[src/rtl/pic_pkg.sv]
// pic_pkg: shared state encoding, spurious level and one-hot encoder for the 8259 INTA/EOI path
package pic_pkg;
  typedef enum logic [1:0] {IDLE = 2'd0, REQ = 2'd1, ACK1 = 2'd2} state_t;
  localparam logic [2:0] SPURIOUS_LEVEL = 3'd7;
  function automatic logic [2:0] onehot_to_level(input logic [7:0] v);
    logic [2:0] l;
    l = '0;
    for (int i = 0; i < 8; i++) if (v[i]) l = 3'(i);
    return l;
  endfunction
endpackage

[src/rtl/isr_highest_finder.sv]
// isr_highest_finder: highest-priority set ISR bit, searching upward from priority_rotate
module isr_highest_finder (
  input  logic [7:0] isr,
  input  logic [2:0] priority_rotate,
  output logic [3:0] result
);
  logic [2:0] idx;
  always_comb begin
    result = '0;
    idx = '0;
    for (int i = 7; i >= 0; i--) begin
      idx = priority_rotate + 3'(i);
      if (isr[idx]) result = {1'b1, idx};
    end
  end
endmodule

[src/rtl/interrupt_ack_control.sv]
// interrupt_ack_control: INTA handshake, ISR ownership and EOI/rotation for the 8259 PIC
module interrupt_ack_control
  import pic_pkg::*;
#(
  parameter logic [2:0] RESET_ROTATE = 3'd0
) (
  input  logic       clk,
  input  logic       reset,
  input  logic [7:0] interrupt_vector,
  input  logic       inta_pulse,
  input  logic [4:0] vector_base,
  input  logic       aeoi_mode,
  input  logic       eoi_valid,
  input  logic       eoi_specific,
  input  logic       eoi_rotate,
  input  logic [2:0] eoi_level,
  output logic       int_out,
  output logic [7:0] isr,
  output logic [2:0] priority_rotate,
  output logic [7:0] clear_irr,
  output logic [7:0] data_out,
  output logic       data_out_en
);
  state_t state;
  logic [2:0] level, eoi_lvl, new_level;
  logic spurious, eoi_hit, inta1, inta2;
  logic [3:0] hi;
  logic [7:0] eoi_clr, aeoi_clr, inta_set;
  isr_highest_finder u_find (.isr(isr), .priority_rotate(priority_rotate), .result(hi));
  always_comb begin
    eoi_lvl = eoi_specific ? eoi_level : hi[2:0];
    eoi_hit = eoi_valid && (eoi_specific || hi[3]);
    eoi_clr = eoi_hit ? 8'b1 << eoi_lvl : '0;
    inta1 = state == REQ && inta_pulse;
    inta2 = state == ACK1 && inta_pulse;
    new_level = |interrupt_vector ? onehot_to_level(interrupt_vector) : SPURIOUS_LEVEL;
    inta_set = inta1 && |interrupt_vector ? 8'b1 << new_level : '0;
    aeoi_clr = inta2 && aeoi_mode && !spurious ? 8'b1 << level : '0;
  end
  // EOI/AEOI clears act on the old ISR; the INTA set is ORed in last so it wins a collision
  always_ff @(posedge clk or posedge reset) begin
    if (reset) begin
      state <= IDLE;
      level <= '0;
      spurious <= 1'b0;
      int_out <= 1'b0;
      isr <= '0;
      priority_rotate <= RESET_ROTATE;
      clear_irr <= '0;
      data_out <= '0;
      data_out_en <= 1'b0;
    end else begin
      isr <= (isr & ~(eoi_clr | aeoi_clr)) | inta_set;
      if (eoi_hit && eoi_rotate) priority_rotate <= eoi_lvl + 3'd1;
      clear_irr <= inta_set;
      data_out_en <= inta2;
      if (inta2) data_out <= {vector_base, level};
      case (state)
        IDLE: if (|interrupt_vector) begin
          state <= REQ;
          int_out <= 1'b1;
        end
        REQ: if (inta_pulse) begin
          level <= new_level;
          spurious <= ~|interrupt_vector;
          int_out <= 1'b0;
          state <= ACK1;
        end
        ACK1: if (inta_pulse) state <= IDLE;
        default: state <= IDLE;
      endcase
    end
  end
endmodule

[config.mk]
export PLATFORM = sky130hd
export DESIGN_NAME = interrupt_ack_control
export DESIGN_NICKNAME = d
export VERILOG_FILES = /design/src/rtl/pic_pkg.sv /design/src/rtl/isr_highest_finder.sv /design/src/rtl/interrupt_ack_control.sv
export SDC_FILE = /design/constraint.sdc
export NUM_CORES = 1
export LEC_CHECK = 0
export BUFFER_PORTS_ARGS = -buffer_cell sky130_fd_sc_hd__buf_2
export CORE_MARGIN = 2
export CORE_UTILIZATION = 46
export CTS_BUF_LIST = sky130_fd_sc_hd__clkbuf_16
export DETAILED_ROUTE_END_ITERATION = 8
export PLACE_DENSITY = 0.79
export REMOVE_ABC_BUFFERS = 1
export SYNTH_ARGS = -nofsm -noshare
export SYNTH_HDL_FRONTEND = slang
export SYNTH_SLANG_ARGS = --single-unit
[constraint.sdc]
create_clock -name clk -period 8.7 [get_ports clk]
set_input_delay 0.435 -clock clk [delete_from_list [all_inputs] [get_ports clk]]
set_output_delay 0.435 -clock clk [all_outputs]
set_load 0.1 [all_outputs]
==> flow_summary.yaml <==
run_status:
  status: "complete, no violations"
sta:
  rsz0062_at_grt: "false"
  drv_slew: 0
  fin_crit_sh_pct: 47.98
  hold_viol_final: 0
  fmax_mhz: 239.5
  slew_headroom_pct: 32.59
  fin_ws_ns: 4.525
  worst_pin_slew_ns: 1.011
  clock_skew_ns: 0.004370
  min_period_ns: 4.175
  tns_ns: 0
  finalSetupViolCount: 0
logic_synthesis:
  synth_most_common_cell: "nand2_1"
  synth_fa_ha_area_share_pct: 3.650
  synth-async-reset-ratio_pct: 100.0
  syn_area_per_cell_sq_um: 9.374
  synth_area_sq_um: 2400
  ys.flop_type: "dfrtp_1"
  netlist_top_cells_count: "nand2_1, dfrtp_1, nor2_1"
  yosysSeqAreaShare_pct: 36.50
  yosysWarnings: 0
  synthMuxAreaShare_pct: 14.75
  synth_edf_count: 0
  synth_xor_area_share_pct: 1.408
  synth.largest_area_cell: "dfrtp_1"
  synth-simple-area-share_pct: 23.10
  synth_compound_area_share_pct: 16.58
  ys_seq_elements: 35
  ys_types: 49
  syn_inst: 256
  yosys-top-cells-area: "dfrtp_1, mux4_2, nand2_1"
  yosysTopAreaCellShare_pct: 36.50
  synth_top_family_by_area: "simple AND/OR/NAND/NOR gates"
die:
  die_x_um: 76.23
  die_h_um: 76.23
  ios: 52
  design.die.area_sq_um: 5811
  start_util_pct: 47.29
  rows: 26
  core_area_sq_um: 5075
clock_tree:
  clk_pin_slew_ns: 0.05
  root_buffer: "clkbuf_16"
  postCtsSetupBuffers: 0
  cts-hold-fix-buffers: 0
  clock_path_buffers: 2
  cts_tree: "done"
  postCtsResizedCells: 0
  numCtsBuffers: 5
  cts_sinks: 35
  clk_latency_ns: 0.28
  h-tree-depth: 2
drt:
  vias: 2247
  routedWlPerCell_um: 16.00
  first_pass_iters: 4
  drc: 0
  drt_iter0_markers: 300
  wirelength_um: 6033
  ant_nets: 0
  drt-vias-per-instance: 5.960
global_route:
  grt_usage_pct: 21.20
  grt_pass1_wl_um: 10040
  grt_antenna_before_repair: 0
  grt_max_degree: 36
  first_global_vias: 2086
  grt-ovfl-total: 0
setup_path:
  cp_max_fo: 22
  startpoint_type: "register"
  reg2reg_to: "isr[2]"
  crit-reg2reg-launch: "priority_rotate[0]"
  crit_start: "priority_rotate[0]"
  ff2ff_path_depth: 12
  rrSetupSlack_ns: 4.53
  cp.required_ns: 8.86
  worst_setup_path_end_kind: "register"
  cp.arrival_ns: 4.34
  worst-setup-path-type: "reg -> reg"
placed_design:
  pre_cts_slack_ns: 4.575
  gp_congestion: 0.8587
  dp_hpwl_um: 4357
  port_buffers: 51
finish:
  fin_util_pct: 55.74
  layout-drive-gt1-share_pct: 25.73
  n_antenna_cell: 0
  fillCellCount: 462
  syn_to_final_growth_pct: 17.88
  nNetsFinal: 336
run:
  maxCapViolCount: 0
hold_path:
  hp-class: "in -> async"
## critical path: stages (launching register included)
cell	delay [ns]
dfrtp_1	0.84
inv_1	0.22
ha_1	0.69
mux4_2	0.32
clkinv_1	0.09
o21ai_0	0.57
a21oi_1	0.15
a21oi_1	0.22
nor2_1	0.08
a211oi_1	0.29
ha_1	0.25
a31oi_1	0.10
or2_1	0.25
## placed cells by master (no fill, tap or decap), types with 2 or more instances in the layout
master     Yosys  routed
nor3_1         4       4
and3_1         3       3
xor2_1         2       2
clkbuf_16      0       5
a21oi_1       11      11
mux4_2        12      12
o21ai_1        5       5
o22ai_1        2       2
nand2_1       42      42
mux2i_1        5       5
o21bai_1       2       2
a211oi_1       5       5
dfrtp_1       35      35
mux2_2         3       3
and2_1         2       2
nand2b_1      10      10
nand3b_1       3       3
inv_1          7       8
a31oi_1        2       2
a21boi_1       2       2
a211o_1        3       3
nand3_1        6       6
or2_2          2       2
nor3b_1        6       6
buf_2          2      51
o31ai_1        3       3
nor2_1        25      25
nor4_1         3       3
a22o_1         2       2
ha_1           7       7
o211ai_1       3       3
a31o_1         2       2
o221ai_1       3       3
o21ai_0       10      10
clkinv_1       2       2
or2_1          2       2
## sequential cells by signal, summed over array words and instances, names as in the netlist
signal and count:
clear_irr 8, data_out 8, int_out 1, spurious 1, isr 8, priority_rotate 3
state 2, data_out_en 1, level 3
## cell type report
cell class,count,area (sq um),area share (%)
Tap cell,70,87.58,3.096
Clock buffer,5,125.1,4.423
Multi-Input combinational cell,203,1428,50.46
Sequential cell,35,875.8,30.96
Timing Repair Buffer,52,262.8,9.288
Inverter,9,33.78,1.194
Clock inverter,3,16.27,0.5750
## per-layer routing
layer / GRT usage (%) / share of wire (%) / routed length (um) / vias up
li1: - / - / - / 1036
met1: 29.09 / 45 / 2700 / 1099
met2: 33.45 / 48 / 2906 / 105
met3: 4.384 / 5.8 / 352 / 7
met4: 7.455 / 1.2 / 74 / 0
met5: 0 / 0 / 0 / -
## stage by stage
stage                     instances  instance area [sq um]  hold slack, ns
after floorplan                 247                   2337          0.4508
after global placement          369                   2688          0.4514
after detailed placement        369                   2688          0.4577
after CTS                       377                   2829          0.2588
after global routing            377                   2829          0.2966
final                           377                   2829          0.2459
## worst max-delay path by stage
stage / to / slack, ns / depth (start not counted)
2_1_floorplan: isr[7] / 4.36 / 13
3_3_place_gp: isr[7] / 4.73 / 12
3_5_place_dp: isr[7] / 4.57 / 12
4_1_cts: isr[7] / 4.58 / 12
5_1_grt: isr[7] / 4.16 / 12
6_report: isr[2] / 4.53 / 12
## cells by family after synthesis
logic type                 Yosys count
buffers and inverters               18
AOI/OAI and AO/OA                   59
DFF                                 35
and+or+nand+nor                    114
muxes                               20
adders and majority gates            7
xor gates and xnor gates             3
Power is not shown: default switching activity piles up to over one toggle a cycle in this logic, so the estimate is an artifact.
